===== src/rtl/avmm_rw_arbiter_2to1.sv =====
// -----------------------------------------------------------------------------
// avmm_rw_arbiter_2to1
//
// Two-requester round-robin arbiter in front of a single fixed-latency Avalon-MM
// slave port. The slave has no waitrequest and returns reads at a fixed latency.
// One read or write is granted per cycle. The granted command passes to the
// slave in the same cycle through a zero-latency mux. A READ_LATENCY-deep tag
// pipe records which requester owns each read in flight. The pipe output steers
// readdatavalid back to that requester when the slave data arrives.
//
// Ports
//   clock, resetn            clock and asynchronous active-low reset
//   mN_address/byteenable/   requester N command (N = 0,1); a requester whose
//   read/write/writedata     waitrequest is high holds its command stable
//   mN_waitrequest           high: requester N command not accepted this cycle
//   mN_readdata              broadcast of s_readdata
//   mN_readdatavalid         mN_readdata carries requester N's read return
//   s_address/byteenable/    command to the slave; all zero on an idle cycle
//   read/write/writedata
//   s_readdata               read data from the slave, READ_LATENCY after s_read
//   err_both                 sticky: some requester raised read and write
//                            together (treated as a write, read dropped)
// -----------------------------------------------------------------------------
module avmm_rw_arbiter_2to1 #(
   parameter int ADDR_W       = 64,
   parameter int DATA_W       = 64,
   parameter int BE_W         = 8,
   parameter int READ_LATENCY = 1
) (
   input  logic              clock,
   input  logic              resetn,

   input  logic [ADDR_W-1:0] m0_address,
   input  logic [BE_W-1:0]   m0_byteenable,
   input  logic              m0_read,
   input  logic              m0_write,
   input  logic [DATA_W-1:0] m0_writedata,
   output logic              m0_waitrequest,
   output logic [DATA_W-1:0] m0_readdata,
   output logic              m0_readdatavalid,

   input  logic [ADDR_W-1:0] m1_address,
   input  logic [BE_W-1:0]   m1_byteenable,
   input  logic              m1_read,
   input  logic              m1_write,
   input  logic [DATA_W-1:0] m1_writedata,
   output logic              m1_waitrequest,
   output logic [DATA_W-1:0] m1_readdata,
   output logic              m1_readdatavalid,

   output logic [ADDR_W-1:0] s_address,
   output logic [BE_W-1:0]   s_byteenable,
   output logic              s_read,
   output logic              s_write,
   output logic [DATA_W-1:0] s_writedata,
   input  logic [DATA_W-1:0] s_readdata,

   output logic              err_both
);

   typedef struct packed {
      logic valid;   // slot holds a read issued to the slave
      logic owner;   // requester index that issued it
   } rd_tag_t;

   logic    req0, req1;
   logic    grant_valid;
   logic    grant_idx;
   logic    last_grant;
   logic    sel_read, sel_write;
   rd_tag_t pipe [READ_LATENCY];

   // Arbitration: a lone requester wins outright. On contention, the requester
   // that did not win last time wins. No grant is issued while reset is held,
   // so the slave sees no command during reset.
   always_comb begin
      // NOTE: every output of this block gets a default first. Any path that
      //       would leave a signal unassigned would otherwise infer a latch.
      req0        = m0_read | m0_write;
      req1        = m1_read | m1_write;
      grant_valid = resetn & (req0 | req1);
      grant_idx   = 1'b0;
      if (req0 & req1) grant_idx = ~last_grant;
      else if (req1)   grant_idx = 1'b1;
   end

   // Zero-latency command mux. A read+write request is issued as a write only.
   always_comb begin
      sel_read     = grant_idx ? m1_read  : m0_read;
      sel_write    = grant_idx ? m1_write : m0_write;
      s_read       = grant_valid & sel_read & ~sel_write;
      s_write      = grant_valid & sel_write;
      s_address    = '0;
      s_byteenable = '0;
      s_writedata  = '0;
      if (grant_valid) begin
         s_address    = grant_idx ? m1_address    : m0_address;
         s_byteenable = grant_idx ? m1_byteenable : m0_byteenable;
         s_writedata  = grant_idx ? m1_writedata  : m0_writedata;
      end
   end

   // waitrequest is forced high throughout reset. After reset it is high only
   // for a requester that is asking this cycle and was not granted.
   assign m0_waitrequest = ~resetn | (req0 & ~(grant_valid & ~grant_idx));
   assign m1_waitrequest = ~resetn | (req1 & ~(grant_valid &  grant_idx));

   assign m0_readdata = s_readdata;
   assign m1_readdata = s_readdata;

   // The tag leaving the pipe lines up with valid slave data.
   assign m0_readdatavalid = pipe[READ_LATENCY-1].valid & ~pipe[READ_LATENCY-1].owner;
   assign m1_readdatavalid = pipe[READ_LATENCY-1].valid &  pipe[READ_LATENCY-1].owner;

   always_ff @(posedge clock or negedge resetn) begin
      if (!resetn) begin
         last_grant <= 1'b1;
         err_both   <= 1'b0;
         // NOTE: the tag pipe is reset, unlike a plain data delay line. Reads in
         //       flight at reset must never raise readdatavalid afterwards.
         for (int i = 0; i < READ_LATENCY; i++) pipe[i] <= '0;
      end else begin
         // NOTE: state is updated with non-blocking assignments only. The shift
         //       below then reads every stage's pre-edge value, whatever the
         //       loop order.
         if (grant_valid) last_grant <= grant_idx;
         if ((m0_read & m0_write) | (m1_read & m1_write)) err_both <= 1'b1;
         pipe[0] <= '{valid: s_read, owner: grant_idx};
         for (int i = 1; i < READ_LATENCY; i++) pipe[i] <= pipe[i-1];
      end
   end

endmodule


===== config.mk =====
export PLATFORM = sky130hd
export DESIGN_NAME = avmm_rw_arbiter_2to1
export DESIGN_NICKNAME = d
export VERILOG_FILES = /design/src/rtl/avmm_rw_arbiter_2to1.sv
export SDC_FILE = /design/constraint.sdc
export NUM_CORES = 1
export LEC_CHECK = 0
export BUFFER_PORTS_ARGS = -buffer_cell sky130_fd_sc_hd__buf_2
export CAP_MARGIN = 5
export CORE_AREA = 3 3 239 241
export CTS_CLUSTER_DIAMETER = 200
export DETAILED_ROUTE_END_ITERATION = 10
export DIE_AREA = 0 0 242 244
export HOLD_SLACK_MARGIN = 0.03
export PLACE_DENSITY_LB_ADDON = 0.3
export SYNTH_ARGS = -nofsm -noshare
export SYNTH_HDL_FRONTEND = slang
export SYNTH_SLANG_ARGS = --single-unit
export TNS_END_PERCENT = 20

===== constraint.sdc =====
create_clock -name clock -period 2.57 [get_ports clock]
set_clock_uncertainty 0.1 [all_clocks]
set_input_delay 0.6425 -clock clock [delete_from_list [all_inputs] [get_ports clock]]
set_output_delay 0.6425 -clock clock [all_outputs]
set_load 0.05 [all_outputs]

Word-level counts from Yosys, hierarchy flattened --
Cells that the tools add are included.
Operators by class: bitwise logic cells 26, muxes and demuxes 10
Operators with widths (count):
- 64-bit two-way mux | 4
- 8-bit two-way mux | 2
- 1-bit AND | 13
- 1-bit inverter | 7
- 1-bit bitwise OR | 6
- 1-bit two-way mux | 4
Word-level totals: bits in registers 4, input bits 342, output and inout port bits 271, logic and storage cells 40

Logic depth before layout (Yosys ltp) --
Gate-level depths: netlist of the first run.
depth in word-level cells 8, mapped depth 6, gate-level depth less buffers 3

Least setup slack after synthesis of the first run --
OpenSTA, ideal clock, no wires.
kind input to output, from input m1_write, to output s_read, cell stages on the path 2, data required time 1.827 ns, slack -0.581 ns, buffers on the path 0, arrival time 2.408 ns, path through or3b_2 a221oi_1
On the way: word-level cells in the longest chain between the ends 6, elaborated cells on any way between the ends 11, classes of those cells mux (4); bitwise (7)
RTL lines:
- start: declaration | RTL line 45 | input logic m1_write,
- 1-bit bitwise OR | RTL line 80 | req1 = m1_read | m1_write;
- 1-bit two-way mux / 1-bit AND (equally long branches) | RTL line 84, 83
- 1-bit two-way mux | RTL line 83 | if (req0 & req1) grant_idx = ~last_grant;
- 1-bit two-way mux, on equally long branches | RTL line 89, 90
- 1-bit AND / 1-bit inverter (equally long branches) | RTL line 91 | s_read = grant_valid & sel_read & ~sel_write;
- 1-bit AND * | RTL line 91
- end: declaration | RTL line 53 | output logic s_read,
Mark *: on every way between the ends. The rest lies on a longest branch, timed or not.

Worst setup path after layout of the first run --
from input m1_write, to output s_writedata[56]
On the way: word-level cells in the longest chain between the ends 5, elaborated cells on any way between the ends 8, classes of those cells mux (4); bitwise (4)
RTL lines:
- 1-bit bitwise OR * | RTL line 80
- 1-bit two-way mux / 1-bit AND (equally long branches) | RTL line 84, 83
- 1-bit two-way mux | RTL line 83
- 64-bit two-way mux | RTL line 99 | s_writedata = grant_idx ? m1_writedata : m0_writedata;
- 64-bit two-way mux * | RTL line 96 | if (grant_valid) begin
- end: declaration | RTL line 55 | output logic [DATA_W-1:0] s_writedata,
Marked as above.

==> results of run 1 <==
-- final cells by class --
| class | instances | area, um2 |
|---|---|---|
| Tap cell | 748 | 936 |
| Antenna cell | 1 | 2.50 |
| Multi-Input combinational cell | 429 | 2700 |
| Timing Repair Buffer | 521 | 3940 |
| Inverter | 3 | 11.3 |
| Fill cell | 6426 | 47300 |
| Sequential cell | 4 | 101 |
| Clock buffer | 4 | 78.8 |
-- final timing paths --
kind                                        end  slack, ns
worst max-delay path            s_writedata[56]      -0.24
worst min-delay path                   err_both       0.29
worst max register to register          pipe[1]       1.02
worst min register to register         err_both       0.41
max in group asynchronous            last_grant       1.87
min in group clock                     err_both       0.41
-- flip-flops by register name, indices dropped and copies added, names as in the netlist --
register and cells:
last_grant 1, err_both 1, pipe 2
-- cell families (layout without fill, tap and decap cells) --
logic type             Yosys count  after routing  share of synthesized area, %
AOI/OAI and AO/OA              282            282                          39.5
buffers and inverters          207            528                          37.3
DFF                              4              4                          2.78
muxes                            1              1                         0.309
other                            0              1                             0
and+or+nand+nor                146            146                          20.1
-- synth_stat cells --
cell      instances
a221o_1           1
or3b_2            1
o21a_1            1
buf_6             1
nor2b_1           1
dfstp_2           1
mux2_1            1
inv_1             3
o31ai_2           1
a221oi_1          1
clkbuf_2          8
nand2_1           3
nor2_1            3
dfrtp_1           3
o21ai_0         104
and2_1            1
o21ai_4           1
nand3_1         136
o21ai_1          36
buf_1             7
buf_4           145
or2_4             1
clkbuf_1         24
buf_2            19
a21oi_1         137
-- per-stage QoR --
stage / instance area [um2] / setup WS [ns] / hold slack [ns] / instances / util (%)
global placement: 6460 / -0.258 / 0.416 / 1680 / 11.7
finish: 7770 / -0.236 / 0.293 / 1710 / 14.1
global route: 7760 / -0.283 / 0.292 / 1709 / 14.1
detailed placement: 6460 / -0.253 / 0.410 / 1680 / 11.7
floorplan: 4020 / -0.357 / 0.247 / 640 / -
CTS: 7450 / -0.225 / 0.281 / 1700 / 13.5
-- metal layers --
metal | up-vias | wire length [um]
met5 | - | 0
met4 | 0 | 1100
met3 | 76 | 1740
met2 | 341 | 13600
met1 | 2719 | 9470
li1 | 2798 | -
-- repair_timing --
action,4_1_cts,5_1_grt
gates cloned,5,4
buffers inserted,11,6
pin swaps,2,1
resized for setup,227,44
setup endpoints to repair,138,137
-- critical path, stage by stage --
cell and delay (ns):
buf_8 0.10, or2_4 0.27, o31ai_4 0.27, buf_6 0.15, buf_12 0.17, buf_16 0.16, a21oi_1 0.07, buf_4 0.21
-- power by group through the flow --
stage	Sequential (mW)	Clock (mW)	Combinational, mW
after floorplan	0.0767	0	2.33
after CTS	0.0798	0.264	3.19
after global routing	0.0810	0.264	3.45
after detailed placement	0.0805	0	2.70
final	0.0798	0.257	3.25
after global placement	0.0802	0	2.70
==> results.sh, run 1 <==
export IMPL_hp_class="input port to async pin"
export IMPL_num_io_pins=613
export IMPL_syn_avg_cell_area_um2=5.70
export IMPL_htreeDepth=1
export IMPL_ant_nets=0
export IMPL_synth_area_leaders="buf_4, a21oi_1, nand3_1"
export IMPL_endpoint_kind="output port"
export IMPL_grt_overflow_total=0
export IMPL_grt_pass1_wl_um=35300
export IMPL_met1_usage_pct=8.23
export IMPL_rows=86
export IMPL_p_leak_nw=3.38
export IMPL_drt_initial_drc_count=260
export IMPL_finalNetCount=1304
export IMPL_drv_cap=0
export IMPL_setup_viol=136
export IMPL_powerDensity_mw_per_mm2=462
export IMPL_dr_pass1_iters=5
export IMPL_cts_buffer_depth=2
export IMPL_period_share_pct=109
export IMPL_slew_headroom_pct=67.9
export IMPL_grt_max_degree=72
export IMPL_worstMarginPinSlew_ns=0.476
export IMPL_synth_top_area_share_pct=29.8
export IMPL_r2r_start="last_grant"
export IMPL_crit_fanout=11
export IMPL_drive_gt1_share_pct=61.7
export IMPL_yosysUniqueCellTypes=25
export IMPL_worst_slack_ns=-0.236
export IMPL_cts_root_buffer="clkbuf_16"
export IMPL_yosysWarnings=0
export IMPL_initial_core_util_pct=6.62
export IMPL_cts_made_buffers=3
export IMPL_synthesis_area_mm2=0.00365
export IMPL_synth_largest_area_cell="buf_4"
export IMPL_required_ns=1.83
export IMPL_die_h_um=244
export IMPL_met3_usage_pct=1.03
export IMPL_cp_startpoint="m1_write"
export IMPL_syn_inst=640
export IMPL_ir_drop_mv=0.165
export IMPL_grt_use_total_pct=7.48
export IMPL_final_common_cell="buf_2"
export IMPL_num_vias=5934
export IMPL_grt_use_met2_pct=14.2
export IMPL_rsz0062_at_grt="yes"
export IMPL_hold_violations=0
export IMPL_setup_worst_path_start_class="input port"
export IMPL_clockPowerShare_pct=7.1
export IMPL_p_total_mw=3.59
export IMPL_hpwl_um=18100
export IMPL_r2r_cells=4
export IMPL_cts_hold_buf=0
export IMPL_outcome="complete, but fails checks"
export IMPL_cts_sink_count=4
export IMPL_portBuffers=420
export IMPL_layout_common_cells="buf_2, buf_4, nand3_1"
export IMPL_clk_pin_slew_ns=0.03
export IMPL_post_drt_via_cell_ratio=3.47
export IMPL_violations="negative setup slack"
export IMPL_sw_frac_of_total_pct=57.6
export IMPL_clk_latency_ns=0.23
export IMPL_route_detailed_drc=0
export IMPL_synth_seq_cells=4
export IMPL_slew_violations=0
export IMPL_design_core_area_mm2=0.0551
export IMPL_gp_congestion=0.898
export IMPL_seq_power_share_pct=2.2
export IMPL_synth_seq_area_share_pct=2.78
export IMPL_p_comb_share_pct=90.6
export IMPL_drt_wirelength_per_cell_um=15.2
export IMPL_area_delta_synth_final_pct=113
export IMPL_crit_arrival_ns=2.06
export IMPL_grt_pass1_vias=6031
export IMPL_fp_dieArea_mm2=0.0590
export IMPL_fin_crit_ns=2.81
export IMPL_gr_max_usage_layer="met2"
export IMPL_cts_tree="yes"
export IMPL_internal_power_mw=1.52
export IMPL_max_freq_mhz=356
export IMPL_p_sw_mw=2.07
export IMPL_die_w_um=242
export IMPL_syn_nets=982
export IMPL_critical_path_class="input port to output port"
export IMPL_wirelength_um=25900
export IMPL_antenna_found_initial=0
export IMPL_finalSetupTns_ns=-24.61
(Power assumes the default switching activity.)
==> run 2: changes to the inputs <==
==> constraint.sdc (replaced) <==
create_clock -name clock -period 2.57 [get_ports clock]
set_clock_uncertainty 0.1 [all_clocks]
set_input_delay 0.1285 -clock clock [delete_from_list [all_inputs] [get_ports clock]]
set_output_delay 0.1285 -clock clock [all_outputs]
set_load 0.05 [all_outputs]
==> run 2 against run 1 <==
Effect of this change: the run now ends clean; fmax is 21% higher; largest cell class unchanged; clock-buffer cell count stayed put; hold slack worse by 0.16 ns; first-iteration DRC count is 26% higher; total power is 24% lower; register-to-register slack worse by 0.02 ns; global-route usage is 0.53 points lower; final cell count is 4.6% lower.
==> results.sh, run 2 (synthesis results as in run 1) <==
export IMPL_outcome="finished clean"
export IMPL_ant_nets=0
export IMPL_drt_wirelength_per_cell_um=13.9
export IMPL_slew_headroom_pct=61.4
export IMPL_num_io_pins=613
export IMPL_cts_sink_count=4
export IMPL_insertedDiodeCount=0
export IMPL_die_w_um=242
export IMPL_wirelength_um=22700
export IMPL_grt_pass1_wl_um=32300
export IMPL_cts_tree="yes"
export IMPL_antenna_found_initial=1
export IMPL_hpwl_um=18100
export IMPL_grt_overflow_total=0
export IMPL_cts_made_buffers=3
export IMPL_grt_use_total_pct=6.95
export IMPL_layout_common_cells="buf_2, a21oi_1, nand3_1"
export IMPL_htreeDepth=1
export IMPL_max_freq_mhz=431
export IMPL_worst_slack_ns=0.252
export IMPL_finalSetupTns_ns=0
export IMPL_dp_slack_ns=0.437
export IMPL_portBuffers=420
export IMPL_required_ns=2.34
export IMPL_ir_drop_mv=0.275
export IMPL_cts_root_buffer="clkbuf_16"
export IMPL_cts_buffer_depth=2
export IMPL_design_core_area_mm2=0.0551
export IMPL_reg_top3="pipe x2, err_both x1, last_grant x1"
export IMPL_p_leak_nw=2.68
export IMPL_post_drt_via_cell_ratio=3.47
export IMPL_placed_cells=1626
export IMPL_setup_worst_path_start_class="flop"
export IMPL_final_common_cell="buf_2"
export IMPL_worstMarginPinSlew_ns=0.578
export IMPL_critical_path_class="flop to output port"
export IMPL_fin_cells=1631
export IMPL_grt_pass1_vias=5540
export IMPL_route_detailed_drc=0
export IMPL_rsz0062_at_grt="no"
export IMPL_hp_class="input port to flop"
export IMPL_r2r_start="last_grant"
export IMPL_gp_congestion=0.892
export IMPL_dr_pass1_iters=5
export IMPL_grt_max_degree=89
export IMPL_final_util_pct=10.5
export IMPL_p_total_mw=2.75
export IMPL_initial_core_util_pct=6.62
export IMPL_clk_pin_slew_ns=0.03
export IMPL_fp_dieArea_mm2=0.0590
export IMPL_fin_crit_ns=2.32
export IMPL_crit_arrival_ns=2.09
export IMPL_cp_startpoint="last_grant"
export IMPL_period_share_pct=90.2
export IMPL_powerDensity_mw_per_mm2=475
export IMPL_min_delay_start="m1_read"
export IMPL_drv_cap=0
export IMPL_setup_viol=0
export IMPL_drive_gt1_share_pct=51.3
export IMPL_stdcell_area_mm2=0.00578
export IMPL_largest_register_ffs=2
export IMPL_placed_cell_area_mm2=0.00569
export IMPL_rows=86
export IMPL_num_vias=5657
export IMPL_die_h_um=244
export IMPL_hold_violations=0
export IMPL_finalNetCount=1226
export IMPL_slew_violations=0
export IMPL_ctsResizeCount=0
export IMPL_hold_slack_ns=0.133
export IMPL_drt_initial_drc_count=328
export IMPL_clk_latency_ns=0.22
export IMPL_top_register="pipe"
export IMPL_endpoint_kind="output port"
export IMPL_crit_fanout=86
export IMPL_area_delta_synth_final_pct=58.4
run 2: changes by cell type in the layout (fill, tap and decap cells not counted), sizes merged:
| cell | change |
|---|---|
| clkbuf | -4 |
| diode | -1 |
| buf | -73 |
| dlygate4sd3 | +1 |
| bufbuf | -2 |
run 2: where the power goes:
part | switching, mW | internal [mW]
Combinational | 1.74 | 0.664
Sequential | 0.0112 | 0.0748
Clock | 0.0463 | 0.205
Total | 1.80 | 0.944
run 2: path summary, 6_finish.rpt:
path,endpoint,slack (ns),depth (start not counted)
setup / recovery,s_address[2],0.25,5
hold / removal,err_both,0.13,2
setup reg to reg,last_grant,1.00,4
hold reg to reg,err_both,0.38,1
max in group asynchronous,last_grant,1.86,2
min in group asynchronous,pipe[1],0.26,2
run 2: final cells by class:
| class | instances | area [um2] |
|---|---|---|
| flip-flops and latches | 4 | 101 |
| inverters | 3 | 11.3 |
| fillers | 6561 | 49300 |
| multi-input cells | 429 | 2220 |
| repair buffers | 443 | 2440 |
| clock buffers | 4 | 78.8 |
| well taps | 748 | 936 |
run 2: critical path, cell delays in order, from the launching register on:
cell     delay (ns)
dfstp_2        0.60
o21a_4         0.18
buf_12         0.26
o21ai_0        0.13
a21oi_1        0.22
buf_2          0.31
run 2: what timing repair did:
item | CTS | global route
buffers inserted | 0 | 0
hold endpoints to repair | 4 | 0
hold buffers | 1 | 0
run 2: layer usage:
metal	GRT usage, %	part of all wire (%)	vias to the layer above
met1	7.84	38	2554
li1	-	-	2630
met4	4.08	5.6	0
met5	0	0	-
met3	1.38	8.2	72
met2	12.2	48	401
